`src/rtl/instr_mem_responder.sv`:
```
// Memory-side responder for the CPU fetch/load path: single-port RAM behind valid/ready request and
// response channels with WAIT_CYCLES wait states. Define INSTR_MEM_RESP_ERR_EN to flag out-of-range addresses.
module instr_mem_responder #(
  parameter int ADDR_W      = 8,
  parameter int DATA_W      = 8,
  parameter int DEPTH       = 256,
  parameter int WAIT_CYCLES = 1
) (
  input  logic              clk,
  input  logic              reset,
  input  logic              req_valid,
  output logic              req_ready,
  input  logic              req_we,
  input  logic [ADDR_W-1:0] req_addr,
  input  logic [DATA_W-1:0] req_wdata,
  output logic              rsp_valid,
  input  logic              rsp_ready,
  output logic [DATA_W-1:0] rsp_data,
  output logic              rsp_we
`ifdef INSTR_MEM_RESP_ERR_EN
  ,
  output logic              rsp_err
`endif
);

  localparam int IDX_W = (DEPTH > 1) ? $clog2(DEPTH) : 1;
  localparam logic [3:0] CNT_INIT = (WAIT_CYCLES > 0) ? 4'(WAIT_CYCLES - 1) : 4'd0;
  localparam logic [ADDR_W:0] DEPTH_EXT = (ADDR_W + 1)'(DEPTH);

  typedef enum logic [1:0] {S_IDLE, S_WAIT, S_RESP} state_t;

  state_t            state_q, state_d;
  logic [3:0]        cnt_q, cnt_d;
  logic [ADDR_W-1:0] addr_q, addr_d;
  logic              we_q, we_d;
  logic [DATA_W-1:0] wdata_q, wdata_d;
  logic [DATA_W-1:0] rsp_data_q, rsp_data_d;
  logic              rsp_we_q, rsp_we_d;

  logic [DATA_W-1:0] mem [DEPTH];

  logic              accept;
  logic              enter_resp;
  logic              mem_wr;
  logic [ADDR_W-1:0] acc_addr;
  logic              acc_we;
  logic [DATA_W-1:0] acc_wdata;
  logic [IDX_W-1:0]  acc_idx;

  assign accept = req_valid & req_ready;

  // With zero wait states the RAM is accessed on the accept edge, so the live request feeds it directly.
  always_comb begin
    acc_addr  = addr_q;
    acc_we    = we_q;
    acc_wdata = wdata_q;
    if (state_q == S_IDLE) begin
      acc_addr  = req_addr;
      acc_we    = req_we;
      acc_wdata = req_wdata;
    end
    acc_idx = IDX_W'({1'b0, acc_addr} % DEPTH_EXT);
  end

  assign enter_resp = ((state_q == S_IDLE) && accept && (WAIT_CYCLES == 0)) ||
                      ((state_q == S_WAIT) && (cnt_q == 4'd0));

  // Next-state logic
  always_comb begin
    state_d = state_q;
    cnt_d   = cnt_q;
    case (state_q)
      S_IDLE: begin
        if (accept) begin
          state_d = (WAIT_CYCLES == 0) ? S_RESP : S_WAIT;
          cnt_d   = CNT_INIT;
        end
      end
      S_WAIT: begin
        if (cnt_q == 4'd0) begin
          state_d = S_RESP;
        end else begin
          cnt_d = cnt_q - 4'd1;
        end
      end
      S_RESP: begin
        if (rsp_ready) begin
          state_d = S_IDLE;
        end
      end
      default: state_d = S_IDLE;
    endcase
  end

  // Output logic
  always_comb begin
    req_ready = (state_q == S_IDLE) && !reset;
    rsp_valid = (state_q == S_RESP);
    rsp_data  = rsp_data_q;
    rsp_we    = rsp_we_q;
  end

`ifdef INSTR_MEM_RESP_ERR_EN
  logic acc_oor;
  logic rsp_err_q, rsp_err_d;

  assign acc_oor = ({1'b0, acc_addr} >= DEPTH_EXT);
  assign mem_wr  = enter_resp && acc_we && !acc_oor && !reset;
  assign rsp_err = rsp_err_q;

  always_comb begin
    rsp_err_d = rsp_err_q;
    if (enter_resp) begin
      rsp_err_d = acc_oor;
    end else if ((state_q == S_RESP) && rsp_ready) begin
      rsp_err_d = 1'b0;
    end
  end

  always_ff @(posedge clk) begin
    if (reset) begin
      rsp_err_q <= 1'b0;
    end else begin
      rsp_err_q <= rsp_err_d;
    end
  end
`else
  assign mem_wr = enter_resp && acc_we && !reset;
`endif

  // Request latch and response register; writes echo their data, reads sample the RAM.
  always_comb begin
    addr_d     = addr_q;
    we_d       = we_q;
    wdata_d    = wdata_q;
    rsp_data_d = rsp_data_q;
    rsp_we_d   = rsp_we_q;
    if (accept) begin
      addr_d  = req_addr;
      we_d    = req_we;
      wdata_d = req_wdata;
    end
    if (enter_resp) begin
      rsp_we_d   = acc_we;
      rsp_data_d = acc_we ? acc_wdata : mem[acc_idx];
`ifdef INSTR_MEM_RESP_ERR_EN
      if (acc_oor) begin
        rsp_data_d = '0;
      end
`endif
    end
  end

  always_ff @(posedge clk) begin
    if (reset) begin
      state_q    <= S_IDLE;
      cnt_q      <= 4'd0;
      addr_q     <= '0;
      we_q       <= 1'b0;
      wdata_q    <= '0;
      rsp_data_q <= '0;
      rsp_we_q   <= 1'b0;
    end else begin
      state_q    <= state_d;
      cnt_q      <= cnt_d;
      addr_q     <= addr_d;
      we_q       <= we_d;
      wdata_q    <= wdata_d;
      rsp_data_q <= rsp_data_d;
      rsp_we_q   <= rsp_we_d;
    end
  end

  // RAM contents survive reset so a preloaded program is kept.
  always_ff @(posedge clk) begin
    if (mem_wr) begin
      mem[acc_idx] <= acc_wdata;
    end
  end

endmodule

```
`config.mk`:
```
export PLATFORM = sky130hd
export DESIGN_NAME = instr_mem_responder
export DESIGN_NICKNAME = d
export VERILOG_FILES = /design/src/rtl/instr_mem_responder.sv
export SDC_FILE = /design/constraint.sdc
export NUM_CORES = 2
export LEC_CHECK = 0
export CAP_MARGIN = 10
export CORE_AREA = 5 5 367 369
export DETAILED_ROUTE_END_ITERATION = 8
export DIE_AREA = 0 0 372 374
export PLACE_DENSITY_LB_ADDON = 0.12
export SLEW_MARGIN = 20
export SYNTH_ARGS = -nofsm -noshare
export SYNTH_HDL_FRONTEND = slang
export SYNTH_SLANG_ARGS = --single-unit
```
`constraint.sdc`:
```
create_clock -name clk -period 11.6 [get_ports clk]
set_clock_uncertainty 0.05 [all_clocks]
set_input_delay 2.32 -clock clk [delete_from_list [all_inputs] [get_ports clk]]
set_output_delay 2.32 -clock clk [all_outputs]
set_load 0.03 [all_outputs]
```
; Word-level counts from Yosys, hierarchy flattened
; Memories as Yosys holds them, arrays and structs flattened. A register that Yosys moved wholly into a read port is not among the register bits.
; Index checks and enable logic that the tools add are counted.
[word_totals]
ff_bits = 24
ram_bits = 2048
in_bits = 21
out_inout_bits = 11
wordCells = 37
memories = 1
[mem_list]
columns = name, depth, width, rd, rd_clocked_by_memory_dff, wr, line_no
row1 = mem, 256, 8, 1, 1, 1, 40  ; logic [DATA_W-1:0] mem [DEPTH];
[op_classes]
add_sub_neg = 1
n_eq_ne = 6
n_mux = 12
n_bitwise = 1
reduce_logical = 10
[ops]
columns = operator, count
row1 = $mux 8, 2
row2 = $mux 4, 2
row3 = $pmux 4 s2, 1
row4 = $mux 2, 3
row5 = $pmux 2 s3, 1
row6 = $reduce_and 3->1, 2
row7 = $logic_and 1x1->1, 4
row8 = $logic_not 4->1, 1
row9 = $ne 2x1->1 const B, 2
row10 = $ne 2x2->1 const B, 2
row11 = $sub 4x1->4 const B, 1
row12 = $mux 1, 3
row13 = $eq 2x1->1 const B, 1
row14 = $eq 2x2->1 const B, 1
row15 = $logic_not 2->1, 1
row16 = $reduce_bool 2->1, 1
row17 = $and 1x1->1, 1
row18 = $logic_not 1->1, 1

; Longest topological paths before layout
[logic_depth]
word_depth = 6
mapped_depth = 12
mapped_depth_nobuf = 8

; Worst setup path after synthesis
; Ideal clock, no wire load.
[synth_path]
path_kind = input port to flip-flop
startpoint = input req_wdata[0]
endpoint = memory mem[0][0] (data pin)
setup_ns = 0.826
arrival_ns = 5.432
required_ns = 10.724
setup_slack_ns = 5.293
path_stages = 2
n_path_buf = 0
cell_sequence = nand2_1 -> nand2_1
[synth_via]
elab_chain_len = 1
[synth_lines]
columns = item, line_no
row1 = from (decl), 15  ; input logic [DATA_W-1:0] req_wdata,
row2 = $mux 8, 57  ; if (state_q == S_IDLE) begin
row3 = via acc_wdata[0], 47  ; logic [DATA_W-1:0] acc_wdata;
row4 = to (decl), 40
; The timed path passes the listed nets, and every way through them passes these cells.

; Worst setup path in the final report
[layout_path]
startpoint = input req_addr[2]
endpoint = register rsp_data_q[7], in the netlist rsp_data[7] (read register of mem)
[layout_via]
elab_chain_len = 1
[layout_lines]
columns = item, line_no
row1 = from (decl), 14  ; input logic [ADDR_W-1:0] req_addr,
row2 = $mux 8, 57
row3 = to (decl), 37  ; logic [DATA_W-1:0] rsp_data_q, rsp_data_d;
; No other way between the ends.
; A chain may end at the register's enable or synchronous reset.

==> impl_metrics.yaml <==
status:
  status: "finished, final reports clean"
clocking:
  path_clk_slew_ps: 60
  cts.sinks: 2080
  postCtsHoldBufs: 0
  cts_tree: "yes"
  cts_setup_buffers: 0
  cts_resized: 0
  root_buffer: "clkbuf_16"
  cts_made_buffers: 200
  clock_path_buffers: 3
  clock_latency_ps: 810
  h-tree-depth: 4
sta:
  grt_setup_unrepaired: "false"
  finalMaxSlewViolations: 0
  hold_violations: 0
  slew_headroom_pct: 20.0
  fmax_ghz: 0.155
  fin_tns_setup_ps: 0
  tightest_slew_ps: 1200
  fin_crit_sh_pct: 55.7
  fin_crit_ps: 6470
  finalSetupViolCount: 0
setup_path:
  end_kind: "register"
  cp_top_family: "compound AO/OA/AOI/OAI gates"
  crit_chain: "clkdlybuf4s50_1 -> inv_1 -> nor3_1 -> a31oi_4 -> buf_4 -> buf_4 -> a21oi_1 -> o41ai_1 -> a41oi_1 -> nor4_1 -> o22ai_1"
  crit_arrival_ps: 7080
  rr_worst_depth: 10
  cp_slowest_cell: "o41ai_1"
  cp_num_buf_inv: 4
  critPathRequiredTime_ps: 12220
  path_class: "primary input to register"
  worst_setup_path_start_kind: "primary input"
  rrSetupSlack_ps: 6310
  rr_startpoint: "state_q[1]"
  rr_endpoint: "rsp_data[4]"
  cpMostUsedCell: "buf_4"
  path_max_fanout: 51
  crit_path_max_incr_delay_ps: 890
floorplanning:
  dieHeight_um: 374
  ioPinCount: 32
  rows: 133
  die_area_um2: 139000
  core_area_um2: 131000
  die_w_um: 372
  initial_utilization_pct: 59.5
global_route:
  grt_max_degree: 190
  grt_pass1_wl_um: 294000
  antenna_found_initial: 3
  grt_use_total_pct: 28.7
  grt_pass1_vias: 42248
  grt_overflow: 0
cells_and_area:
  fill_cells: 8891
  multiInputGateArea_um2: 14400
  nets: 4611
  area_growth_pct: 10.6
  seq_area_um2: 62100
  layout-drive-gt1-share_pct: 8.99
  stdcell_area_um2: 86100
  num_antenna_cells: 0
routing:
  drtAntennaViolNets: 0
  via_per_inst: 6.80
  drt-total-wl_um: 202000
  drcViolationCount: 0
  via_count: 44200
  avgRoutedWirePerCell_um: 31.0
  drt-initial-drc-count: 6176
  firstDrtPassIters: 6
place:
  gp_congestion: 0.843
  place.detailed.hpwl_um: 112000
  port_buffers: 31
  place_area_um2: 79800
synthesis:
  synth_top_area_cell: "edfxtp_1"
  syn_inst: 4619
  synth-async-reset-ratio_pct: 0
  ys_ff_latch: 2080
  synth.avg_cell_area_um2: 16.9
  synth_fp_nets: 4642
  synthFlopType: "edfxtp_1"
  yosysUniqueCellTypes: 44
  yosysTopAreaCellShare_pct: 79.0
  syn_area_um2: 77800
  synth.area.top_cells: "edfxtp_1, a22oi_1, a21oi_1, o41ai_1, buf_2"
  synth_edf_count: 2048
  synth-warning-count: 0
  seq_area_frac_synth_pct: 79.8
worst_hold_path:
  worst_hold_path_type: "register to register"
  holdPathEnd: "wdata_q[7]"
  holdPathStages: 2
  hold_start: "wdata_q[7]"
run:
  maxCapViolCount: 0
power:
  p_seq_share_pct: 49.4
  power.switching_uw: 4930
  pwr-share-comb_pct: 16.0
  pwr-share-clk_pct: 34.6
  p_int_uw: 12900
  irDropWorstVdd_mv: 0.165
  power.density_nw_per_um2: 207
  leakage_uw: 0.0256
  p_sw_share_pct: 27.6
-- registers in the layout, indices dropped and copies added, names as in the netlist --
register and cells:
mem 2048, addr_q 8, rsp_data 8, wdata_q 8
cnt_q 4, state_q 2, rsp_we 1, we_q 1
-- layout by cell type (no fill, tap or decap), types with 4 or more instances in the layout --
cell and n:
a21oi_1 515, a22oi_1 1031, a31oi_4 4, a41oi_1 32, buf_12 15, buf_4 69
bufinv_16 6, clkbuf_1 60, clkbuf_16 211, clkbuf_8 8, clkdlybuf4s50_1 31, clkinv_1 45
clkinv_2 26, dfxtp_1 32, edfxtp_1 2048, inv_1 6, nand2_1 57, nand2_2 15
nand2_4 6, nand2b_1 23, nand3_1 5, nand3b_1 4, nor2_1 244, nor3_1 12
nor3_2 26, nor3b_1 4, nor4_1 9, o21a_1 6, o21ai_0 17, o21ai_1 9
o41ai_1 111, o41ai_2 17
-- per-stage QoR --
step / cells / util [%] / total power (uW) / worst slack (ps) / hold slack, ps
after floorplan: 4619 / - / 10800 / 5290 / 399
after global placement: 6137 / 60.8 / 11700 / 4470 / 412
after detailed placement: 6141 / 61.0 / 11800 / 4490 / 419
after CTS: 6504 / 65.7 / 17900 / 5360 / 431
after global routing: 6504 / 65.8 / 18400 / 5120 / 454
final: 6504 / 65.8 / 17800 / 5130 / 426
-- logic make-up after synthesis --
logic type,Yosys count,share of synthesized area [%]
buffers and inverters,358,2.28
DFF,2080,79.8
adders and majority gates,2,0.0321
and+or+nand+nor,420,2.31
xor gates and xnor gates,3,0.0338
AOI/OAI and AO/OA,1756,15.5
-- cell usage after synthesis (all sizes together), types with 2 or more instances --
cell and number:
edfxtp 2048, a22oi 1031, a21oi 516, buf 254, nor2 246, o41ai 128
clkbuf 98, nand2 80, nor3 38, a41oi 32, dfxtp 32, o21ai 29
nand2b 23, nor4 9, inv 6, o21a 6, a31oi 5, nand3 5
nand3b 4, nor3b 4, nor2b 3, o31ai 3, xnor2 3, and2 2
ha 2, o31a 2, or3 2, or4b 2
-- layout make-up --
cell class	count	area share (%)
sequential	2080	72.2
multi-input combinational	2181	16.7
clock buffer	279	6.52
tap	1755	2.55
timing repair buffer	119	1.34
clock inverter	84	0.667
inverter	6	0.0262
-- power by group through the flow --
stage          Sequential (uW)  Clock [uW]  Combinational, uW
2_1_floorplan             9150           0               1670
3_3_place_gp              8980           0               2750
3_5_place_dp              8980           0               2810
4_1_cts                   8820        6220               2820
5_1_grt                   8820        6560               3020
6_report                  8820        6170               2850
-- worst max path at each step --
stage	depth (start not counted)	end	slack [ps]	from
6_report	11	rsp_data[7]	5130	req_addr[2]
5_1_grt	11	rsp_data[7]	5120	req_addr[2]
4_1_cts	12	rsp_data[7]	5360	req_addr[0]
3_5_place_dp	12	rsp_data[7]	4490	req_addr[0]
3_3_place_gp	11	rsp_data[4]	4470	req_addr[2]
2_1_floorplan	2	mem[0][0]	5290	req_wdata[0]
-- routing by layer --
layer | vias to the layer above | global-route usage (%) | wire (um)
met5 | - | 0 | 13
met4 | 2 | 8.93 | 6640
met3 | 356 | 6.59 | 20000
met2 | 2411 | 43.3 | 93700
met1 | 22435 | 42.5 | 81200
li1 | 18996 | - | -
-- worst register-to-register path, delay by kind of cell (launching register included) --
family	cells	cell delay, ps
AO/OA/AOI/OAI	5	1980
buffers and inverters	2	1500
flip-flops	1	440
AND/OR/NAND/NOR	3	1190
No activity file was read; power rests on OpenSTA's default activity.
